**src/rtl/ahb_write_post_buffer.sv**
```systemverilog
// ahb_write_post_buffer
// Posted-write buffer between the AHB-lite fabric and the SDRAM memory slave.
// Upstream writes retire in one data-phase cycle while a FIFO slot is free.
// Buffered entries drain downstream one transfer at a time, and a read waits
// until every buffered write has drained.
// Optional feature macro: WPB_READ_BYPASS_EN. When defined, a read may overtake
// buffered writes whose word address does not match the read address.
module ahb_write_post_buffer #(
  parameter int W_ADDR = 32,
  parameter int W_DATA = 32,
  parameter int DEPTH  = 4
) (
  input  logic                     clk,
  input  logic                     rst_n,
  input  logic [W_ADDR-1:0]        s_haddr,
  input  logic                     s_hwrite,
  input  logic [1:0]               s_htrans,
  input  logic [2:0]               s_hsize,
  input  logic [W_DATA-1:0]        s_hwdata,
  input  logic                     s_hready,
  output logic                     s_hready_resp,
  output logic                     s_hresp,
  output logic [W_DATA-1:0]        s_hrdata,
  output logic [W_ADDR-1:0]        m_haddr,
  output logic                     m_hwrite,
  output logic [1:0]               m_htrans,
  output logic [2:0]               m_hsize,
  output logic [W_DATA-1:0]        m_hwdata,
  output logic                     m_hready,
  input  logic                     m_hready_resp,
  input  logic                     m_hresp,
  input  logic [W_DATA-1:0]        m_hrdata,
  output logic [$clog2(DEPTH):0]   level,
  output logic                     bus_err
);

  localparam int PW = $clog2(DEPTH);
  localparam logic [PW:0] DEPTH_L = (PW+1)'(DEPTH);

  typedef enum logic [2:0] {IDLE, WA, WD, RA, RD, RRESP} state_t;
  state_t state;

  logic [W_ADDR-1:0] fifo_addr [DEPTH];
  logic [2:0]        fifo_size [DEPTH];
  logic [W_DATA-1:0] fifo_data [DEPTH];
  logic [PW-1:0]     wr_ptr;
  logic [PW-1:0]     rd_ptr;

  logic              dp_valid;
  logic              dp_write;
  logic [W_ADDR-1:0] dp_addr;
  logic [2:0]        dp_size;
  logic              rd_wait;

  logic              full;
  logic              push;
  logic              pop;
  logic              aphase_rd;
  logic              rd_req;
  logic [W_ADDR-1:0] rd_addr;
  logic [2:0]        rd_size;
  logic              rd_ok;
  logic              launch;
  logic              unused_bits;

  assign full      = (level == DEPTH_L);
  assign push      = dp_valid && dp_write && !full;
  assign pop       = (state == WD) && m_hready_resp;
  assign aphase_rd = s_htrans[1] && s_hready && !s_hwrite;
  assign rd_req    = aphase_rd || rd_wait;
  assign rd_addr   = aphase_rd ? s_haddr : dp_addr;
  assign rd_size   = aphase_rd ? s_hsize : dp_size;
  assign launch    = (state == IDLE) && rd_req && rd_ok;

  assign s_hresp       = 1'b0;
  assign s_hready_resp = !dp_valid || (dp_write ? !full : (state == RRESP));
  assign unused_bits   = s_htrans[0];

`ifdef WPB_READ_BYPASS_EN
  logic hit;

  // Word-address match of the read against every valid entry and the entry being pushed now
  always_comb begin
    hit = push && (dp_addr[W_ADDR-1:2] == rd_addr[W_ADDR-1:2]);
    for (int k = 0; k < DEPTH; k++) begin
      if (((PW+1)'(k) < level) &&
          (fifo_addr[rd_ptr + PW'(k)][W_ADDR-1:2] == rd_addr[W_ADDR-1:2]))
        hit = 1'b1;
    end
  end

  assign rd_ok = !hit;
`else
  assign rd_ok = (level == '0) && !push;
`endif

  // Capture the upstream address phase whenever the bus is ready
  always_ff @(posedge clk or negedge rst_n) begin
    if (!rst_n) begin
      dp_valid <= 1'b0;
      dp_write <= 1'b0;
      dp_addr  <= '0;
      dp_size  <= '0;
    end else if (s_hready) begin
      dp_valid <= s_htrans[1];
      dp_write <= s_hwrite;
      dp_addr  <= s_haddr;
      dp_size  <= s_hsize;
    end
  end

  // Remember a read that could not be launched in its own address phase
  always_ff @(posedge clk or negedge rst_n) begin
    if (!rst_n)
      rd_wait <= 1'b0;
    else if (launch)
      rd_wait <= 1'b0;
    else if (aphase_rd)
      rd_wait <= 1'b1;
  end

  // FIFO storage needs no reset; validity is carried by the pointers and level
  always_ff @(posedge clk) begin
    if (push) begin
      fifo_addr[wr_ptr] <= dp_addr;
      fifo_size[wr_ptr] <= dp_size;
      fifo_data[wr_ptr] <= s_hwdata;
    end
  end

  // Pointer and occupancy bookkeeping; simultaneous push and pop keep level
  always_ff @(posedge clk or negedge rst_n) begin
    if (!rst_n) begin
      wr_ptr <= '0;
      rd_ptr <= '0;
      level  <= '0;
    end else begin
      if (push)
        wr_ptr <= wr_ptr + PW'(1);
      if (pop)
        rd_ptr <= rd_ptr + PW'(1);
      if (push && !pop)
        level <= level + (PW+1)'(1);
      else if (pop && !push)
        level <= level - (PW+1)'(1);
    end
  end

  // Downstream sequencer: one transfer at a time, reads take priority when eligible
  always_ff @(posedge clk or negedge rst_n) begin
    if (!rst_n) begin
      state    <= IDLE;
      m_haddr  <= '0;
      m_hwrite <= 1'b0;
      m_htrans <= 2'b00;
      m_hsize  <= '0;
      m_hwdata <= '0;
      m_hready <= 1'b0;
      s_hrdata <= '0;
      bus_err  <= 1'b0;
    end else begin
      case (state)
        IDLE: begin
          if (launch) begin
            state    <= RA;
            m_htrans <= 2'b10;
            m_hwrite <= 1'b0;
            m_hready <= 1'b1;
            m_haddr  <= rd_addr;
            m_hsize  <= rd_size;
          end else if (level != '0) begin
            state    <= WA;
            m_htrans <= 2'b10;
            m_hwrite <= 1'b1;
            m_hready <= 1'b1;
            m_haddr  <= fifo_addr[rd_ptr];
            m_hsize  <= fifo_size[rd_ptr];
          end
        end
        WA: begin
          state    <= WD;
          m_htrans <= 2'b00;
          m_hready <= 1'b0;
          m_hwdata <= fifo_data[rd_ptr];
        end
        WD: begin
          if (m_hready_resp) begin
            state <= IDLE;
            if (m_hresp)
              bus_err <= 1'b1;
          end
        end
        RA: begin
          state    <= RD;
          m_htrans <= 2'b00;
          m_hready <= 1'b0;
        end
        RD: begin
          if (m_hready_resp) begin
            state    <= RRESP;
            s_hrdata <= m_hrdata;
            if (m_hresp)
              bus_err <= 1'b1;
          end
        end
        RRESP: state <= IDLE;
        default: state <= IDLE;
      endcase
    end
  end

endmodule

```
**config.mk**
```make
export PLATFORM = sky130hd
export DESIGN_NAME = ahb_write_post_buffer
export DESIGN_NICKNAME = d
export VERILOG_FILES = /design/src/rtl/ahb_write_post_buffer.sv
export SDC_FILE = /design/constraint.sdc
export NUM_CORES = 1
export LEC_CHECK = 0
export BUFFER_PORTS_ARGS = -buffer_cell sky130_fd_sc_hd__buf_2
export CAP_MARGIN = 30
export CORE_ASPECT_RATIO = 1.25
export CORE_MARGIN = 5
export CORE_UTILIZATION = 45
export CTS_CLUSTER_SIZE = 16
export DETAILED_ROUTE_END_ITERATION = 12
export GPL_TIMING_DRIVEN = 0
export MAX_ROUTING_LAYER = met4
export PLACE_DENSITY = 0.69
export SYNTH_ARGS = -nofsm -noshare
export SYNTH_HDL_FRONTEND = slang
export SYNTH_SLANG_ARGS = --single-unit
export TNS_END_PERCENT = 10
```
**constraint.sdc**
```tcl
create_clock -name clk -period 2.7 [get_ports clk]
set_input_delay 0.135 -clock clk [delete_from_list [all_inputs] [get_ports clk]]
set_output_delay 0.135 -clock clk [all_outputs]
set_load 0.01 [all_outputs]
```
# --- Word level (Yosys, flattened, before mapping) ---
# Memories as Yosys holds them, arrays and structs flattened. A register that Yosys moved wholly into a read port is not among the register bits.
# Index checks and enable logic that the tools add are counted.
totals:
  inputBits: 107
  mem_bits_rw: 268
  word_cells: 89
  output_inout_bits: 109
  regBits: 120
  memories: 3
memory_table:
  columns: ["name", "depth", "word_bits", "rd", "rd_ports_with_merged_regs", "write_ports", "line_no", "rtl"]
  rows:
  - ["fifo_addr", 4, 32, 1, 0, 1, "43", "logic [W_ADDR-1:0] fifo_addr [DEPTH];"]
  - ["fifo_data", 4, 32, 1, 1, 1, "45", "logic [W_DATA-1:0] fifo_data [DEPTH];"]
  - ["fifo_size", 4, 3, 1, 0, 1, "44", "logic [2:0] fifo_size [DEPTH];"]
classes:
  reduce_logical: 32
  n_mux: 25
  n_eq_ne: 9
  add_sub_neg: 4
op_table:
  columns: ["operator", "count"]
  rows:
  - ["$mux W32", 3]
  - ["$mux W3", 9]
  - ["$pmux W3 S5", 1]
  - ["$logic_and A1 B1 Y1", 10]
  - ["$eq A3 B3 Y1 const B", 3]
  - ["$mux W1", 8]
  - ["$reduce_bool A2 Y1", 4]
  - ["$eq A3 B2 Y1 const B", 2]
  - ["$logic_not A1 Y1", 6]
  - ["$logic_not A3 Y1", 2]
  - ["$reduce_and A2 Y1", 3]
  - ["$reduce_and A3 Y1", 2]
  - ["$add A2 B1 Y2 const B", 2]
  - ["$mux W2", 2]
  - ["$ne A2 B2 Y1 const B", 2]
  - ["$pmux W2 S2", 1]
  - ["$reduce_or A2 Y1", 2]
  - ["$add A3 B1 Y3 const B", 1]
  - ["$eq A3 B1 Y1 const B", 1]
  - ["$ne A3 B2 Y1 const B", 1]
  - ["$reduce_bool A3 Y1", 1]
  - ["$sub A3 B1 Y3 const B", 1]
  - ["$logic_or A1 B1 Y1", 2]
  - ["$pmux W1 S2", 1]

# --- Longest topological paths before layout ---
# Gate-level depths: netlist (run 1).
logic_depth:
  word_depth: 8
  depth_mapped: 9
  ltp_nobuf: 8

# --- Least setup slack after synthesis (run 1) ---
# No wires, ideal clock.
synth_timing:
  path_type: "register -> register"
  from: "reg level[0]"
  to: "mem fifo_addr[0][0] (enable)"
  setup_time_ns: 0.432
  synth_period_minus_slack_ns: 3.006
  path_stages_with_launch: 4
  arrival_ns: 2.574
  required_ns: 2.268
  n_path_buf: 0
  setup_slack_ns: -0.306
  cell_sequence: "dfrtp_1 nor2_1 a21oi_1 and2_1"
synth_via:
  elab_chain_len: 5
synth_lines:
  columns: ["element", "line_no", "rtl"]
  rows:
  - ["from (decl)", "33", "output logic [$clog2(DEPTH):0] level,"]
  - ["from (signal assigned)", "143", "level <= level + (PW+1)'(1);"]
  - ["from (signal assigned)", "145", "level <= level - (PW+1)'(1);"]
  - ["$eq A3 B3 Y1", "66", "assign full = (level == DEPTH_L);"]
  - ["$logic_not A1 Y1", "67", "assign push = dp_valid && dp_write && !full;"]
  - ["$logic_and A1 B1 Y1", "67", null]
  - ["named net push", "56", "logic push;"]
  - ["$mux W1", "124", "if (push) begin"]
  - ["$mux W1 (implied by the code)", "125", "fifo_addr[wr_ptr] <= dp_addr;"]
  - ["to (decl)", "43", null]
# The timed path passes the listed nets, and every way through them passes these cells.

# --- Worst setup path in the final report (run 1) ---
layout_timing:
  from: "reg level[0]"
  to: "mem fifo_addr[1][20] (enable)"
# Same word-level chain as after synthesis.

==> results of run 1 <==
cells in the mapped netlist, drive strengths merged, types with 2 or more instances:
master / count / area, um^2
buf: 33 / 216
ha: 5 / 62.6
a21o: 2 / 15.0
and2: 4 / 25.0
o221a: 35 / 394
nand2: 11 / 41.3
clkbuf: 20 / 80.1
nor2: 41 / 154
nor3b: 35 / 263
edfxtp: 268 / 8050
inv: 5 / 18.8
mux2: 102 / 1150
nor3: 3 / 25.0
dfrtp: 150 / 3750
xor2: 4 / 35.0
a21oi: 3 / 18.8
xnor2: 3 / 26.3
o21ai: 39 / 195
mux4: 67 / 1520
and3b: 2 / 17.5
flip-flops by register name, summed over array words and instances, names as in the netlist, 2 cells and up:
signal,flops
fifo_addr,128
fifo_data,128
dp_addr,32
m_haddr,32
m_hwdata,32
s_hrdata,32
fifo_size,12
dp_size,3
level,3
m_hsize,3
state,3
rd_ptr,2
wr_ptr,2
routing by layer:
metal | vias to the layer above | share of wire [%]
met5 | - | 0
met4 | 0 | 2.1
met3 | 58 | 4.8
met2 | 243 | 52
met1 | 4652 | 41
li1 | 4072 | -
worst paths after layout:
check / start / to / slack, ps / cells after the start
worst max-delay path: level[0] / fifo_addr[1][20] / 390 / 4
worst min-delay path: rst_n / m_hwdata[1] / 230 / 2
worst max register to register: level[0] / fifo_addr[1][20] / 390 / 4
worst min register to register: m_hwdata[25] / m_hwdata[25] / 500 / 1
max in group asynchronous: rst_n / s_hrdata[6] / 1660 / 3
min in group clk: s_hready / m_hwrite / 280 / 5
kinds of logic (layout without fill, tap and decap cells):
family | after synthesis | count (layout)
AO/OA/AOI/OAI | 85 | 85
XOR/XNOR | 7 | 7
adder cells (fa/ha/maj) | 6 | 6
buffers and inverters | 58 | 459
flip-flops | 418 | 418
multiplexers | 169 | 169
other | 1 | 4
AND/OR/NAND/NOR | 100 | 100
stage by stage:
step | util (%) | cell area (um^2) | cells
finish | 57.6 | 20400 | 1722
global route | 57.6 | 20400 | 1722
CTS | 57.6 | 20400 | 1720
detailed placement | 50.7 | 18000 | 1536
global placement | 50.3 | 17800 | 1531
floorplan | - | 16200 | 845
cell type report:
type	count	area share, %
clock buffer	61	6.05
inverter	5	0.0919
multi-input combinational	369	19.9
timing repair buffer	322	11.1
antenna	2	0.0245
tap	474	2.90
buffer	53	1.45
clock inverter	18	0.765
sequential	418	57.8
cell usage in the layout, fill, tap and decap left out, drive strengths merged, types with 2 or more instances in the layout:
cell | Yosys | routed
dfrtp | 150 | 150
edfxtp | 268 | 268
o21ai | 39 | 39
diode | 0 | 2
clkbuf | 20 | 81
and3b | 2 | 2
ha | 5 | 5
clkinv | 0 | 14
xor2 | 4 | 4
buf | 33 | 250
mux2 | 102 | 102
dlygate4sd3 | 0 | 105
conb | 1 | 2
bufinv | 0 | 3
nor3b | 35 | 35
nand2 | 11 | 11
a21o | 2 | 2
inv | 5 | 5
mux4 | 67 | 67
and2 | 4 | 4
nor2 | 41 | 41
a21oi | 3 | 3
xnor2 | 3 | 3
nor3 | 3 | 3
o221a | 35 | 35
worst register-to-register path, delay by kind of cell, from the launching register on:
family / cells / cell delay, ps
AO/OA/AOI/OAI: 1 / 510
flip-flops: 1 / 470
buffers and inverters: 1 / 330
AND/OR/NAND/NOR: 2 / 650
timing repair:
| item | CTS | global route |
|---|---|---|
| hold buffers | 105 | 0 |
| endpoints found under the hold margin | 284 | 0 |
| setup buffers | 0 | 0 |
power groups by stage:
stage	clock network, uW	logic, uW	registers [uW]
3_3_place_gp	0	6400	9080
4_1_cts	5960	6740	8960
5_1_grt	6220	7170	9100
3_5_place_dp	0	6600	9080
6_report	5790	6610	8950
2_1_floorplan	0	3950	9340
==> impl_metrics.ini, run 1 <==
[synth]
synth-simple-area-share_pct = 3.48
synth.distinct_cells = 40
synth_adder_area_share_pct = 0.511
synth_top_family_by_area = multiplexers
seq_area_frac_synth_pct = 73.0
synthXorXnorAreaFrac_pct = 0.379
synth_mux_area_share_pct = 16.5
synthCells = 844
synth_warnings = 0
synth_compound_area_share_pct = 4.16
synth_edf_count = 268
synth-async-reset-ratio_pct = 35.9
synth-main-ff-cell = edfxtp_1
ys_ff_latch = 418
netlist_area_mm2 = 0.0162
avgSynthCellArea_um2 = 19.2

[drt]
wl_um = 36400
viasPerCell = 5.24
drc_errors = 0
routedWlPerCell_um = 21.1
ant_nets = 0
num_vias = 9025
drt_iter0_drc = 463
first_pass_iters = 4

[sta]
min_period_ps = 2310
fmax_ghz = 0.432
tightest_slew_ps = 1000
maxSlewViolCount = 0
finalHoldViolCount = 0
relSlewSlack_pct = 32.5
rsz0062_at_grt = no
clock_skew_ps = 17.6
hold_slack_ps = 233
timing.setup.tns_ps = 0
layout_setup_ws_ps = 387
post-route-period-util_pct = 85.7
setup_viol = 0

[final_layout]
area_delta_synth_final_pct = 26.4
n_fill_cell = 2807
multiInputGateArea_mm2 = 0.00407
nets = 1325
final-seq-area_mm2 = 0.0118
drive_above_1_share_pct = 41.8

[grt]
gr-max-usage-layer = met2
grt_antenna_before_repair = 2
met1_usage_pct = 23.5
grt_overflow_total = 0
use_met2_pct = 32.8
grt_util_all_layers_pct = 19.0
grt_pass1_vias = 9839
grt_util_met3_pct = 3.43
grt_pass1_wl_um = 57800
grt_max_degree = 85

[power_and_ir_drop]
power_uw = 21300
p_switching_uw = 6240
p_leak_uw = 0.00768
p_sw_share_pct = 29.3
combPwrFrac_pct = 31.0
powerDensity_mw_per_mm2 = 1040
intPower_uw = 15100
vdd_drop_max_v = 0.000553
p_seq_share_pct = 41.9
p_clk_share_pct = 27.1

[floorplan]
die_x_um = 180
die_height_um = 222
ios = 216
start_util_pct = 45.6
row_count = 77
core_mm2 = 0.0355
dieArea_mm2 = 0.0398

[placed_design]
hpwl_um = 22400
detailedPlace.worstSlack_ps = 373
gp_congestion = 0.744
place.port_buffers = 212

[worst_setup_path]
timing.critical_path.cells = nor2_1 > a21oi_1 > and2_4 > buf_16
crit_family = simple AND/OR/NAND/NOR gates
required_ps = 2910
end_kind = register
arrival_ps = 2520
startpoint_type = register
path_buf_inv = 1
critPathMaxStageDelay_ps = 560
worst-path-max-fanout = 41
path_class = reg -> reg
crit_slowest_cell = and2_4

[cts]
cts_tree = yes
worstSkewPairLatency_ps = 540
cts.sinks = 418
cts_buffer_depth = 3
post_cts_resized = 0
cts_buffers = 43
root_buffer = clkbuf_16
ctsHtreeMaxLevel = 2
clkSlewWorstSetupHoldPaths_ps = 60

[job]
max_cap_viol_count = 0

[worst_hold_path]
min_path_type = in -> async

[outcome]
status = completed
Power figures use the tool's default switching activity.
==> inputs of run 2 (changes only) <==
--- a/config.mk
+++ b/config.mk
@@ -7,14 +7,16 @@
 export LEC_CHECK = 0
 export BUFFER_PORTS_ARGS = -buffer_cell sky130_fd_sc_hd__buf_2
 export CAP_MARGIN = 30
+export CELL_PAD_IN_SITES_DETAIL_PLACEMENT = 1
+export CELL_PAD_IN_SITES_GLOBAL_PLACEMENT = 1
 export CORE_ASPECT_RATIO = 1.25
 export CORE_MARGIN = 5
-export CORE_UTILIZATION = 45
+export CORE_UTILIZATION = 44
 export CTS_CLUSTER_SIZE = 16
 export DETAILED_ROUTE_END_ITERATION = 12
 export GPL_TIMING_DRIVEN = 0
 export MAX_ROUTING_LAYER = met4
-export PLACE_DENSITY = 0.69
+export PLACE_DENSITY = 0.77
 export SYNTH_ARGS = -nofsm -noshare
 export SYNTH_HDL_FRONTEND = slang
 export SYNTH_SLANG_ARGS = --single-unit
==> impl_metrics.ini, run 2 (same netlist as run 1, synthesis figures left out) <==
[sta]
timing.setup.tns_ps = 0
rsz0062_at_grt = no
fmax_ghz = 0.400
setup_viol = 0
finalHoldViolCount = 0
maxSlewViolCount = 0
post-route-period-util_pct = 92.6
relSlewSlack_pct = 48.0
min_period_ps = 2500
tightest_slew_ps = 774
clock_skew_ps = 26.1

[grt]
grt_pass1_wl_um = 62500
grt_util_all_layers_pct = 20.4
grt_antenna_before_repair = 5
grt_pass1_vias = 10400
grt_overflow_total = 0
grt_max_degree = 88

[worst_setup_path]
path_buf_inv = 1
crit_family = simple AND/OR/NAND/NOR gates
startpoint_type = register
worst-path-max-fanout = 36
required_ps = 2910
path_class = reg -> reg
critPathMaxStageDelay_ps = 620
crit_slowest_cell = and2_4
r2r_slack_ps = 200
arrival_ps = 2720
timing.critical_path.cells = nand2_1 > a21oi_2 > and2_4 > buf_16
end_kind = register

[drt]
wl_um = 40600
ant_nets = 0
first_pass_iters = 4
num_vias = 9188
drc_errors = 0
drt_iter0_drc = 466
routedWlPerCell_um = 23.5
viasPerCell = 5.32

[final_layout]
layout_commonest_cell = edfxtp_1
post-route-util_pct = 56.4
drive_above_1_share_pct = 42.2
area_delta_synth_final_pct = 26.5
layout_common_cells = edfxtp_1, buf_2, dfrtp_1, dlygate4sd3_1, mux2_2
top_regs = fifo_addr: 128 flops, fifo_data: 128 flops
nets = 1325
n_fill_cell = 3381

[placed_design]
hpwl_um = 24700
place.port_buffers = 212
gp_congestion = 0.738

[floorplan]
start_util_pct = 44.5
core_mm2 = 0.0363
die_x_um = 181
die_height_um = 224
ios = 216
row_count = 78
dieArea_mm2 = 0.0407

[power_and_ir_drop]
powerDensity_mw_per_mm2 = 1060
p_clk_share_pct = 27.3
power_uw = 21700
intPower_uw = 15200
combPwrFrac_pct = 31.2
p_sw_share_pct = 30.0
p_leak_uw = 0.00769
p_switching_uw = 6520
vdd_drop_max_v = 0.000609
p_seq_share_pct = 41.5

[cts]
worstSkewPairLatency_ps = 540
cts.sinks = 418
clkSlewWorstSetupHoldPaths_ps = 60
ctsHtreeMaxLevel = 2
cts_buffers = 42
cts_tree = yes
root_buffer = clkbuf_16
cts_buffer_depth = 3

[worst_hold_path]
min_path_type = in -> async

[job]
max_cap_viol_count = 0

[outcome]
status = completed
## run 2: stage by stage
step / worst slack (ps) / hold WS [ps] / cell area, um^2 / std cells
global route: 34.2 / 193 / 20500 / 1728
CTS: 144 / 169 / 20400 / 1724
finish: 200 / 149 / 20500 / 1728
global placement: -1980 / 344 / 17800 / 1537
detailed placement: 150 / 141 / 18000 / 1542
floorplan: -306 / -161 / 16200 / 845
## run 2: repair_timing
action / 4_1_cts / 5_1_grt
setup buffers: 0 / 0
endpoints found under the setup margin: 0 / 71
hold buffers: 105 / 0
gates resized for setup: 0 / 1
endpoints found under the hold margin: 265 / 0
## run 2: worst reg2reg max path: stages (launching register included)
cell     delay [ps]
dfrtp_1         450
nand2_1         200
a21oi_2         530
and2_4          620
buf_16          310
## run 2: power groups by stage
| stage | Sequential [uW] | Clock [uW] | Combinational [uW] |
|---|---|---|---|
| 2_1_floorplan | 9340 | 0 | 3950 |
| 3_3_place_gp | 9080 | 0 | 6440 |
| 3_5_place_dp | 9110 | 0 | 6700 |
| 4_1_cts | 9010 | 6060 | 6880 |
| 5_1_grt | 9160 | 6380 | 7310 |
| 6_report | 9010 | 5920 | 6790 |
## run 2: area by class of cell
cell class                      instances  area [um^2]  share of cell area, %
Clock inverter                         22          256                   1.25
Inverter                                5         18.8                 0.0917
Clock buffer                           55         1140                   5.58
Sequential cell                       418        11800                   57.7
Buffer                                 53          297                   1.45
Tap cell                              480          601                   2.94
Multi-Input combinational cell        370         4080                   19.9
Timing Repair Buffer                  322         2260                   11.0
Antenna cell                            3         7.51                 0.0367
## run 2: final timing paths
| kind | end | from | cells after the start |
|---|---|---|---|
| worst max-delay path | fifo_addr[2][7] | dp_write | 4 |
| worst min register to register | m_hwdata[2] | m_hwdata[2] | 1 |
| min in group clk | fifo_data[2][24] | s_hwdata[24] | 2 |
| worst min-delay path | m_hwdata[1] | rst_n | 2 |
| max in group asynchronous | s_hrdata[11] | rst_n | 3 |
| worst max register to register | fifo_addr[2][7] | dp_write | 4 |
## run 2: metal layers
metal	up-vias	GRT usage, %	part of all wire (%)
met3	43	4.16	5.0
met2	239	36.4	54
met1	4838	24.1	39
li1	4068	-	-
met4	0	4.41	1.5
met5	-	-	0
